[config.mk]
export PLATFORM = sky130hd
export DESIGN_NAME = pwm
export DESIGN_NICKNAME = d
export VERILOG_FILES = /design/src/rtl/pwm_pkg.sv /design/src/rtl/pwm_counter.sv /design/src/rtl/pwm.sv
export SDC_FILE = /design/constraint.sdc
export NUM_CORES = 1
export LEC_CHECK = 0
export ABC_AREA = 1
export CORE_AREA = 8 8 45 47
export CTS_CLUSTER_DIAMETER = 40
export CTS_CLUSTER_SIZE = 24
export DETAILED_ROUTE_END_ITERATION = 10
export DIE_AREA = 0 0 53 55
export PLACE_DENSITY_LB_ADDON = 0.08
export SKIP_LAST_GASP = 1
export SLEW_MARGIN = 15
export SYNTH_ARGS = -nofsm -noshare
export SYNTH_HDL_FRONTEND = slang
export SYNTH_SLANG_ARGS = --single-unit
[constraint.sdc]
create_clock -name clk -period 1.23 [get_ports clk]
set_clock_uncertainty 0.1 [all_clocks]
set_input_delay 0.246 -clock clk [delete_from_list [all_inputs] [get_ports clk]]
set_output_delay 0.246 -clock clk [all_outputs]
set_load 0.1 [all_outputs]
[src/rtl/pwm_pkg.sv]
// Shared helpers for the PWM generator: counter width function and
// elaboration-check messages.
package pwm_pkg;

    localparam string MSG_PERIOD = "pwm: PERIOD must be >= 1";
    localparam string MSG_DUTY_HI = "pwm: DUTY must not exceed PERIOD";
    localparam string MSG_DUTY_LO = "pwm: DUTY must not be negative";

    // Counter width for a modulo-PERIOD counter, never narrower than one bit.
    function automatic int calc_cw(input int period);
        int w;
        w = $clog2(period);
        return (w < 1) ? 1 : w;
    endfunction

endpackage

[src/rtl/pwm_counter.sv]
// Free-running modulo-PERIOD counter; wrap flags the terminal count.
module pwm_counter
    import pwm_pkg::*;
#(
    parameter int PERIOD = 100
) (
    input  logic                         clk,
    input  logic                         rst,
    output logic [calc_cw(PERIOD)-1:0]   cnt,
    output logic                         wrap
);

    localparam int CW = calc_cw(PERIOD);
    localparam logic [CW-1:0] LAST = CW'(PERIOD - 1);

    logic [CW-1:0] cnt_reg;

    assign cnt  = cnt_reg;
    assign wrap = (cnt_reg == LAST);

    always_ff @(posedge clk) begin
        if (rst) begin
            cnt_reg <= '0;
        end else if (wrap) begin
            cnt_reg <= '0;
        end else begin
            cnt_reg <= cnt_reg + CW'(1);
        end
    end

endmodule

[src/rtl/pwm.sv]
// Fixed-configuration PWM generator: signal is high DUTY of every PERIOD cycles.
// Optional macro PWM_SYNC_OUT_EN adds a registered period_start pulse output.
module pwm
    import pwm_pkg::*;
#(
    parameter int DUTY   = 50,
    parameter int PERIOD = 100
) (
    input  logic clk,
    input  logic rst,
`ifdef PWM_SYNC_OUT_EN
    output logic period_start,
`endif
    output logic signal
);

    localparam int CW = calc_cw(PERIOD);
    // One extra bit so DUTY == PERIOD still compares correctly.
    localparam logic [CW:0] DUTY_W = (CW + 1)'(DUTY);

    if (PERIOD < 1) begin : g_chk_period
        $fatal(1, "%s", MSG_PERIOD);
    end
    if (DUTY > PERIOD) begin : g_chk_duty_hi
        $fatal(1, "%s", MSG_DUTY_HI);
    end
    if (DUTY < 0) begin : g_chk_duty_lo
        $fatal(1, "%s", MSG_DUTY_LO);
    end

    logic [CW-1:0] cnt;
    logic          wrap;
    logic          signal_reg;

    pwm_counter #(
        .PERIOD (PERIOD)
    ) u_counter (
        .clk  (clk),
        .rst  (rst),
        .cnt  (cnt),
        .wrap (wrap)
    );

    always_ff @(posedge clk) begin
        if (rst) begin
            signal_reg <= 1'b0;
        end else begin
            signal_reg <= ({1'b0, cnt} < DUTY_W);
        end
    end

    assign signal = signal_reg;

`ifdef PWM_SYNC_OUT_EN
    logic period_start_reg;

    // Registered alongside signal_reg so the pulse lines up with the period's first cycle.
    always_ff @(posedge clk) begin
        if (rst) begin
            period_start_reg <= 1'b0;
        end else begin
            period_start_reg <= (cnt == '0);
        end
    end

    assign period_start = period_start_reg;
    logic unused_wrap;
    assign unused_wrap = wrap;
`else
    logic unused_wrap;
    assign unused_wrap = wrap;
`endif

endmodule

==> flow_summary.yaml, run 1 <==
run_status:
  status: "finished, final reports clean"
clocking:
  clock-root-buffer: "clkbuf_4"
  clock_latency_ps: 250
  clk_pin_slew_ps: 50
  clkSinkCount: 8
  cts_tree: "built"
  cts_resized: 0
  cts-buffers-inserted: 3
  cts_hold_buf: 0
  cts_max_level: 1
  cts_setup_buffers: 0
  clk_path_buf_depth: 2
grt:
  grt_use_total_pct: 6.56
  grt_pass1_wl_um: 1310
  grt_pass1_vias: 324
  grt_max_degree: 8
  grt_overflow: 0
  antenna_found_initial: 0
worst_setup_path:
  cp_max_fo: 4
  worstSetupPathType: "reg2reg"
  required_ps: 1280
  path_cells: "buf_4, ha_4, nand3_2, o21bai_1, a21oi_1"
  cp-end-kind: "flop"
  reg2reg_depth: 5
  rr_endpoint: "u_counter.cnt[6]"
  max_stage_delay_ps: 320
  slowest_stage: "dfxtp_1"
  critPathLaunchType: "flop"
  arrival_ps: 1190
  r2r-start: "u_counter.cnt[1]"
  rrSetupSlack_ps: 80
logic_synthesis:
  synth_top_area_share_pct: 42.4
  ys_types: 14
  synth_common_cells: "nor2_1, inv_1, dfxtp_1, nand2_1, nand3_1"
  synthesis.nets: 55
  synth-edff-count: 0
  synth.yosys.seq_area_share_pct: 42.4
  netlist_instances: 51
  synth-main-ff-cell: "dfxtp_1"
  avgSynthCellArea_um2: 7.41
  synthArstFlopShare_pct: 0
  ys_top_cells_by_area: "dfxtp_1, nor2_1, inv_1, ha_1, nand2_1"
  synth_seq_cells: 8
  yosysWarnings: 0
  synth_area_leader_cell: "dfxtp_1"
  yosysMostFrequentCell: "nor2_1"
  netlist_area_um2: 378
worst_hold_path:
  holdPathStages: 1
  holdPathEnd: "signal"
  min_path_type: "reg2reg"
  hp-start: "u_counter.cnt[6]"
sta:
  setup_tns_ps: 0
  slew_viol_final: 0
  max_freq_ghz: 0.871
  tightest_slew_ps: 236
  setup_violations: 0
  hold_viol_final: 0
  relSlewSlack_pct: 84.3
  rsz0062_at_grt: "no"
  fin_crit_ps: 1150
  fin_crit_sh_pct: 93.3
finish:
  largest_reg_flops: 7
  area_growth_pct: 32.8
  nets: 64
  drive_gt1_share_pct: 25.9
  diodes: 0
floorplanning:
  coreArea_um2: 1380
  io_pins: 3
  rows: 14
  die_h_um: 55
  die-area_um2: 2920
  start_util_pct: 27.3
  die_w_um: 53
detailed_routing:
  wl_per_cell_um: 10.1
  drc: 0
  wirelength_um: 751
  drtAntennaViolNets: 0
  vias: 330
  via_per_inst: 4.46
  dr.first_iter.drc_count: 3
  dr.pass1.iters: 2
place:
  routabilityCongestion: 0.735
  dp_hpwl_um: 518
  io_buffers: 2
pwr:
  clkPwrFrac_pct: 36.5
  internal_power_uw: 414
  combPwrFrac_pct: 13.6
  netSwitchingFraction_pct: 25.7
  p_seq_share_pct: 49.9
  vdd_drop_max_v: 0.000453
  p_switching_uw: 143
  finalPower_uw: 557
  cellLeakagePower_uw: 0.000203
  power_density_nw_per_um2: 1110
job:
  cap_violations: 0
routing by layer:
| metal | global-route usage (%) | vias to the layer above | routed length [um] |
|---|---|---|---|
| met2 | 9.18 | 5 | 317 |
| met5 | 0 | - | 0 |
| met4 | 7.76 | 0 | 30 |
| met1 | 6.38 | 144 | 353 |
| li1 | - | 177 | - |
| met3 | 3.48 | 4 | 49 |
layout make-up:
| cell class | count | area, um^2 |
|---|---|---|
| Multi-Input combinational cell | 34 | 214 |
| Sequential cell | 8 | 163 |
| Timing Repair Buffer | 4 | 48.8 |
| Tap cell | 16 | 20.0 |
| Clock buffer | 3 | 22.5 |
| Fill cell | 144 | 882 |
| Inverter | 9 | 33.8 |
how the worst max path moves through the flow:
stage | start | end | slack (ps) | cells past startpoint
finish | u_counter.cnt[1] | u_counter.cnt[6] | 80 | 5
floorplan | u_counter.cnt[0] | u_counter.cnt[4] | 60 | 6
detailed placement | rst | u_counter.cnt[4] | 10 | 4
CTS | u_counter.cnt[0] | u_counter.cnt[4] | 2 | 5
global route | u_counter.cnt[1] | u_counter.cnt[6] | 2 | 5
global placement | u_counter.cnt[0] | u_counter.cnt[4] | 3 | 5
power by group through the flow:
| stage | Sequential, uW | Combinational [uW] | Clock (uW) |
|---|---|---|---|
| after global placement | 282 | 65.9 | 0 |
| final | 278 | 75.6 | 203 |
| after floorplan | 297 | 22.5 | 0 |
| after global routing | 279 | 80.9 | 228 |
| after detailed placement | 282 | 65.2 | 0 |
| after CTS | 276 | 66.1 | 210 |
through the flow:
step / cell area [um^2] / hold WS (ps) / util [%] / instances / worst slack, ps
floorplan: 379 / 215 / - / 51 / 63.2
global placement: 444 / 368 / 32.1 / 71 / 2.86
detailed placement: 444 / 347 / 32.1 / 71 / 10.2
CTS: 467 / 355 / 33.7 / 74 / 1.75
global route: 502 / 398 / 36.3 / 74 / 2.08
finish: 502 / 352 / 36.3 / 74 / 82.4
cell usage in the layout, fill, tap and decap left out, types with 2 or more instances in the layout:
cell | synthesis | final
a21oi_1 | 3 | 3
dfxtp_1 | 8 | 6
dfxtp_2 | 0 | 2
clkbuf_4 | 0 | 3
nor2_1 | 11 | 10
nand3_2 | 1 | 3
o21bai_1 | 2 | 2
inv_1 | 9 | 9
nand3_1 | 4 | 2
nand2_1 | 6 | 6
worst max-delay path, delay by kind of cell, from the launching register on:
kind	cells	cell delay [ps]
AOI/OAI and AO/OA	2	240
adders and majority gates	1	140
buffers and inverters	1	140
DFF	1	320
and+or+nand+nor	1	100
logic make-up (layout without fill, tap and decap cells):
| family | after synthesis | after routing | share of synthesized area [%] |
|---|---|---|---|
| and+or+nand+nor | 25 | 25 | 29.5 |
| buffers and inverters | 9 | 16 | 8.94 |
| DFF | 8 | 8 | 42.4 |
| AOI/OAI and AO/OA | 6 | 6 | 10.3 |
| adders and majority gates | 2 | 2 | 6.62 |
| xor gates and xnor gates | 1 | 1 | 2.32 |
Power figures use the tool's default switching activity.
==> run 2, diff against run 1 <==
--- a/config.mk
+++ b/config.mk
@@ -16,4 +16,5 @@
 export SLEW_MARGIN = 15
 export SYNTH_ARGS = -nofsm -noshare
 export SYNTH_HDL_FRONTEND = slang
+export SYNTH_HIERARCHICAL = 1
 export SYNTH_SLANG_ARGS = --single-unit
==> run 2 against run 1 <==
Effect of this change: synthesized cell count increased by 14%; clock-buffer cell count is the same; via count up 3.3%; cell area up 2.2%; clock power up 2%; area after synthesis increased by 10%; critical path type unchanged; sequential power grew 1%; global-route usage is 0.095 points lower; largest power group unchanged; critical endpoint is now u_counter/cnt[3].
==> flow_summary.yaml, run 2 <==
run_status:
  status: "finished, final reports clean"
finish:
  post-route-util_pct: 37.1
  nets: 71
  area_growth_pct: 23.1
  largest_reg_flops: 7
  drive_gt1_share_pct: 29.2
  diodes: 0
  mostFrequentLayoutCell: "inv_1"
  mostFrequentLayoutCells: "inv_1, nand2_1, nor2_1"
sta:
  tightest_slew_ps: 239
  fin_crit_sh_pct: 93.0
  slew_viol_final: 0
  hold_viol_final: 0
  fin_crit_ps: 1140
  max_freq_ghz: 0.874
  rsz0062_at_grt: "no"
  setup_tns_ps: 0
  setup_violations: 0
  relSlewSlack_pct: 84.0
worst_setup_path:
  cp_max_fo: 7
  cp-end-kind: "flop"
  reg2reg_depth: 6
  worstSetupPathType: "reg2reg"
  critPathLaunchType: "flop"
  required_ps: 1270
  arrival_ps: 1180
pwr:
  netSwitchingFraction_pct: 26.1
  cellLeakagePower_uw: 0.000223
  power_density_nw_per_um2: 1090
  combPwrFrac_pct: 12.3
  clkPwrFrac_pct: 37.3
  p_switching_uw: 145
  internal_power_uw: 413
  vdd_drop_max_v: 0.000549
  p_seq_share_pct: 50.4
clocking:
  cts_tree: "built"
  cts-buffers-inserted: 3
  cts_hold_buf: 0
  cts_setup_buffers: 0
  clk_path_buf_depth: 2
  cts_resized: 0
  clock_latency_ps: 250
  cts_max_level: 1
  clk_pin_slew_ps: 60
  clock-root-buffer: "clkbuf_4"
  clkSinkCount: 8
grt:
  grt_pass1_vias: 346
  grt_max_degree: 8
  grt_overflow: 0
  grt_use_total_pct: 6.46
  grt_pass1_wl_um: 1340
  antenna_found_initial: 0
place:
  io_buffers: 2
  dp_hpwl_um: 594
  routabilityCongestion: 0.669
logic_synthesis:
  synthesis.nets: 62
  avgSynthCellArea_um2: 7.18
  netlist_instances: 58
  yosysWarnings: 6
  netlist_area_um2: 417
floorplanning:
  die_h_um: 55
  start_util_pct: 30.1
  io_pins: 3
  coreArea_um2: 1380
  rows: 14
  die_w_um: 53
  die-area_um2: 2920
worst_hold_path:
  holdPathStages: 2
  min_path_type: "reg2reg"
detailed_routing:
  drc: 0
  dr.pass1.iters: 4
  wirelength_um: 772
  dr.first_iter.drc_count: 5
  via_per_inst: 4.21
  vias: 341
  wl_per_cell_um: 9.53
  drtAntennaViolNets: 0
job:
  cap_violations: 0
[run 2: metrics by stage]
stage               hold slack [ps]  cell area (um^2)  setup WS (ps)  instances  total power, uW
floorplan                       326               418            102         58              326
global placement                420               483           20.8         78              354
detailed placement              421               483           13.4         78              354
CTS                             429               505           9.89         81              568
global route                    441               513           22.9         81              600
finish                          423               513           86.4         81              558
[run 2: final cells by class]
class                   instances  area (um^2)
inverters                      13         48.8
clock buffers                   3         22.5
multi-input cells              37          213
fillers                       149          871
well taps                      16         20.0
repair buffers                  4         45.0
flip-flops and latches          8          164
[run 2: metal layers]
layer  track usage (%)  share of wire, %
met1              6.88                47
met2              9.57                47
met3              2.41               4.1
met4              6.47               1.2
met5                 0                 0
[run 2: final timing paths]
check / from / endpoint / slack [ps]
worst min-delay path: u_counter/cnt[4] / u_counter/cnt[4] / 420
worst max register to register: u_counter/cnt[0] / u_counter/cnt[3] / 90
worst min register to register: u_counter/cnt[4] / u_counter/cnt[4] / 420
worst max-delay path: u_counter/cnt[0] / u_counter/cnt[3] / 90
[run 2: power by group through the flow]
stage / registers (uW) / clock network (uW) / logic [uW]
2_1_floorplan: 296 / 0 / 30.0
3_3_place_gp: 285 / 0 / 68.7
4_1_cts: 280 / 219 / 68.8
3_5_place_dp: 286 / 0 / 68.5
6_report: 282 / 208 / 68.4
5_1_grt: 283 / 241 / 76.6
[run 2: worst max-delay path, cell delays in order (launching register included)]
cell and delay, ps:
dfxtp_2 350, ha_2 170, inv_1 50, nor2_2 100, nand3_2 90, nand2_4 120, a21oi_1 50
==> run 3, diff against run 2 <==
--- a/config.mk
+++ b/config.mk
@@ -5,13 +5,13 @@
 export SDC_FILE = /design/constraint.sdc
 export NUM_CORES = 1
 export LEC_CHECK = 0
-export ABC_AREA = 1
 export CORE_AREA = 8 8 45 47
 export CTS_CLUSTER_DIAMETER = 40
 export CTS_CLUSTER_SIZE = 24
 export DETAILED_ROUTE_END_ITERATION = 10
 export DIE_AREA = 0 0 53 55
 export PLACE_DENSITY_LB_ADDON = 0.08
+export SETUP_SLACK_MARGIN = 0.05
 export SKIP_LAST_GASP = 1
 export SLEW_MARGIN = 15
 export SYNTH_ARGS = -nofsm -noshare
==> run 3 against run 2 <==
Effect of this change: global-route usage decreased by 0.66 points; maximum frequency down 1.7%; clock-buffer cell count stayed put; utilization fell by 1.3 points; total power down 0.28%; critical endpoint is now u_counter/cnt[5]; largest power group unchanged.
==> flow_summary.yaml, run 3 <==
grt:
  grt_use_total_pct: 5.80
  met2_usage_pct: 8.79
  top_usage_layer: "met2"
  grt_overflow: 0
  grt.met1_usage_pct: 6.11
  grt_pass1_vias: 277
  grt_pass1_wl_um: 1170
  use_met3_pct: 4.81
  grt_max_degree: 8
  antenna_found_initial: 0
finish:
  post-route-util_pct: 35.8
  stdcell_area_um2: 495
  largest_reg_flops: 7
  drive_gt1_share_pct: 48.9
  mostFrequentLayoutCells: "buf_4, dfxtp_2, nor2_1"
  stdcell_count: 61
  diodes: 0
  area_growth_pct: 44.5
  nets: 51
clocking:
  cts-buffers-inserted: 3
  clkSinkCount: 8
  clk_path_buf_depth: 2
  clock_latency_ps: 250
  clk_pin_slew_ps: 50
  cts_max_level: 1
  clock-root-buffer: "clkbuf_4"
  cts_tree: "built"
worst_setup_path:
  max_stage_delay_ps: 360
  critPathLaunchType: "flop"
  cp_max_fo: 3
  rrSetupSlack_ps: 70
  required_ps: 1310
  worstSetupPathType: "reg2reg"
  reg2reg_depth: 4
  rr_endpoint: "u_counter/cnt[5]"
  path_cells: "buf_4, nand2_1, or3_1, a21oi_1"
  slowest_stage: "dfxtp_2"
  arrival_ps: 1250
  r2r-start: "u_counter/cnt[1]"
  endpoint: "u_counter/cnt[5]"
  cp-end-kind: "flop"
  crit_start: "u_counter/cnt[1]"
floorplanning:
  die_w_um: 53
  coreArea_um2: 1380
  die-area_um2: 2920
  rows: 14
  io_pins: 3
  die_h_um: 55
  start_util_pct: 24.8
detailed_routing:
  vias: 278
  via_per_inst: 4.56
  dr.pass1.iters: 4
  wl_per_cell_um: 12.4
  wirelength_um: 756
  drc: 0
  drtAntennaViolNets: 0
  dr.first_iter.drc_count: 2
sta:
  setup_violations: 0
  rsz0062_at_grt: "yes"
  fin_crit_sh_pct: 94.5
  hold_viol_final: 0
  slew_viol_final: 0
  max_freq_ghz: 0.860
  fin_crit_ps: 1160
  relSlewSlack_pct: 86.1
  tightest_slew_ps: 207
pwr:
  power_density_nw_per_um2: 1120
  vdd_drop_max_v: 0.000485
  finalPower_uw: 557
  cellLeakagePower_uw: 0.000185
logic_synthesis:
  avgSynthCellArea_um2: 9.80
  netlist_instances: 35
  netlist_area_um2: 343
  yosysWarnings: 6
  synthesis.nets: 39
place:
  dp.cells: 57
  routabilityCongestion: 0.766
  dp_hpwl_um: 520
  io_buffers: 2
  post_dp_cell_area_um2: 424
run_status:
  status: "finished, final reports clean"
worst_hold_path:
  hp-start: "u_counter/cnt[6]"
  min_path_type: "reg2reg"
  holdPathStages: 1
job:
  cap_violations: 0
-- run 3: metrics by stage --
stage                     hold slack, ps  worst slack (ps)  TNS (ps)
after global routing                 408              17.0         0
after CTS                            378              58.0         0
after global placement               357             -19.3     -68.9
after floorplan                      209              55.7         0
final                                380              67.1         0
after detailed placement             369             -27.7      -104
-- run 3: per-layer routing --
metal  wire length, um  vias up
li1                  -      144
met4                 0        0
met2               369        5
met1               330      129
met3                56        0
met5                 0        -
-- run 3: worst min path at each step --
stage                        end  slack [ps]
after CTS                 signal         380
after global routing      signal         410
after floorplan           signal         210
final                     signal         380
after global placement    signal         360
after detailed placement  signal         370
-- run 3: what timing repair did --
action,CTS,global route
hold buffers,0,0
buffers inserted,0,1
resized for setup,6,6
gates cloned,0,0
setup endpoints to repair,7,7
pin swaps,1,2
-- run 3: where the power goes --
group	switching (uW)	leakage (uW)	total [uW]	internal (uW)
registers	11.9	0.0000678	282	271
logic	35.7	0.000103	73.9	38.2
clock network	88.7	0.0000138	200	112
total	136	0.000185	557	420
-- run 3: layout make-up --
type	instances	area, um^2
clock buffers	3	22.5
fillers	144	888
inverters	1	3.75
multi-input cells	26	211
flip-flops and latches	8	170
well taps	16	20.0
repair buffers	7	67.6
-- run 3: critical path: cells and delay by family (launching register included) --
| kind | cells | cell delay [ps] |
|---|---|---|
| flops | 1 | 360 |
| simple gates | 2 | 360 |
| compound gates | 1 | 150 |
| buf+inv | 1 | 130 |
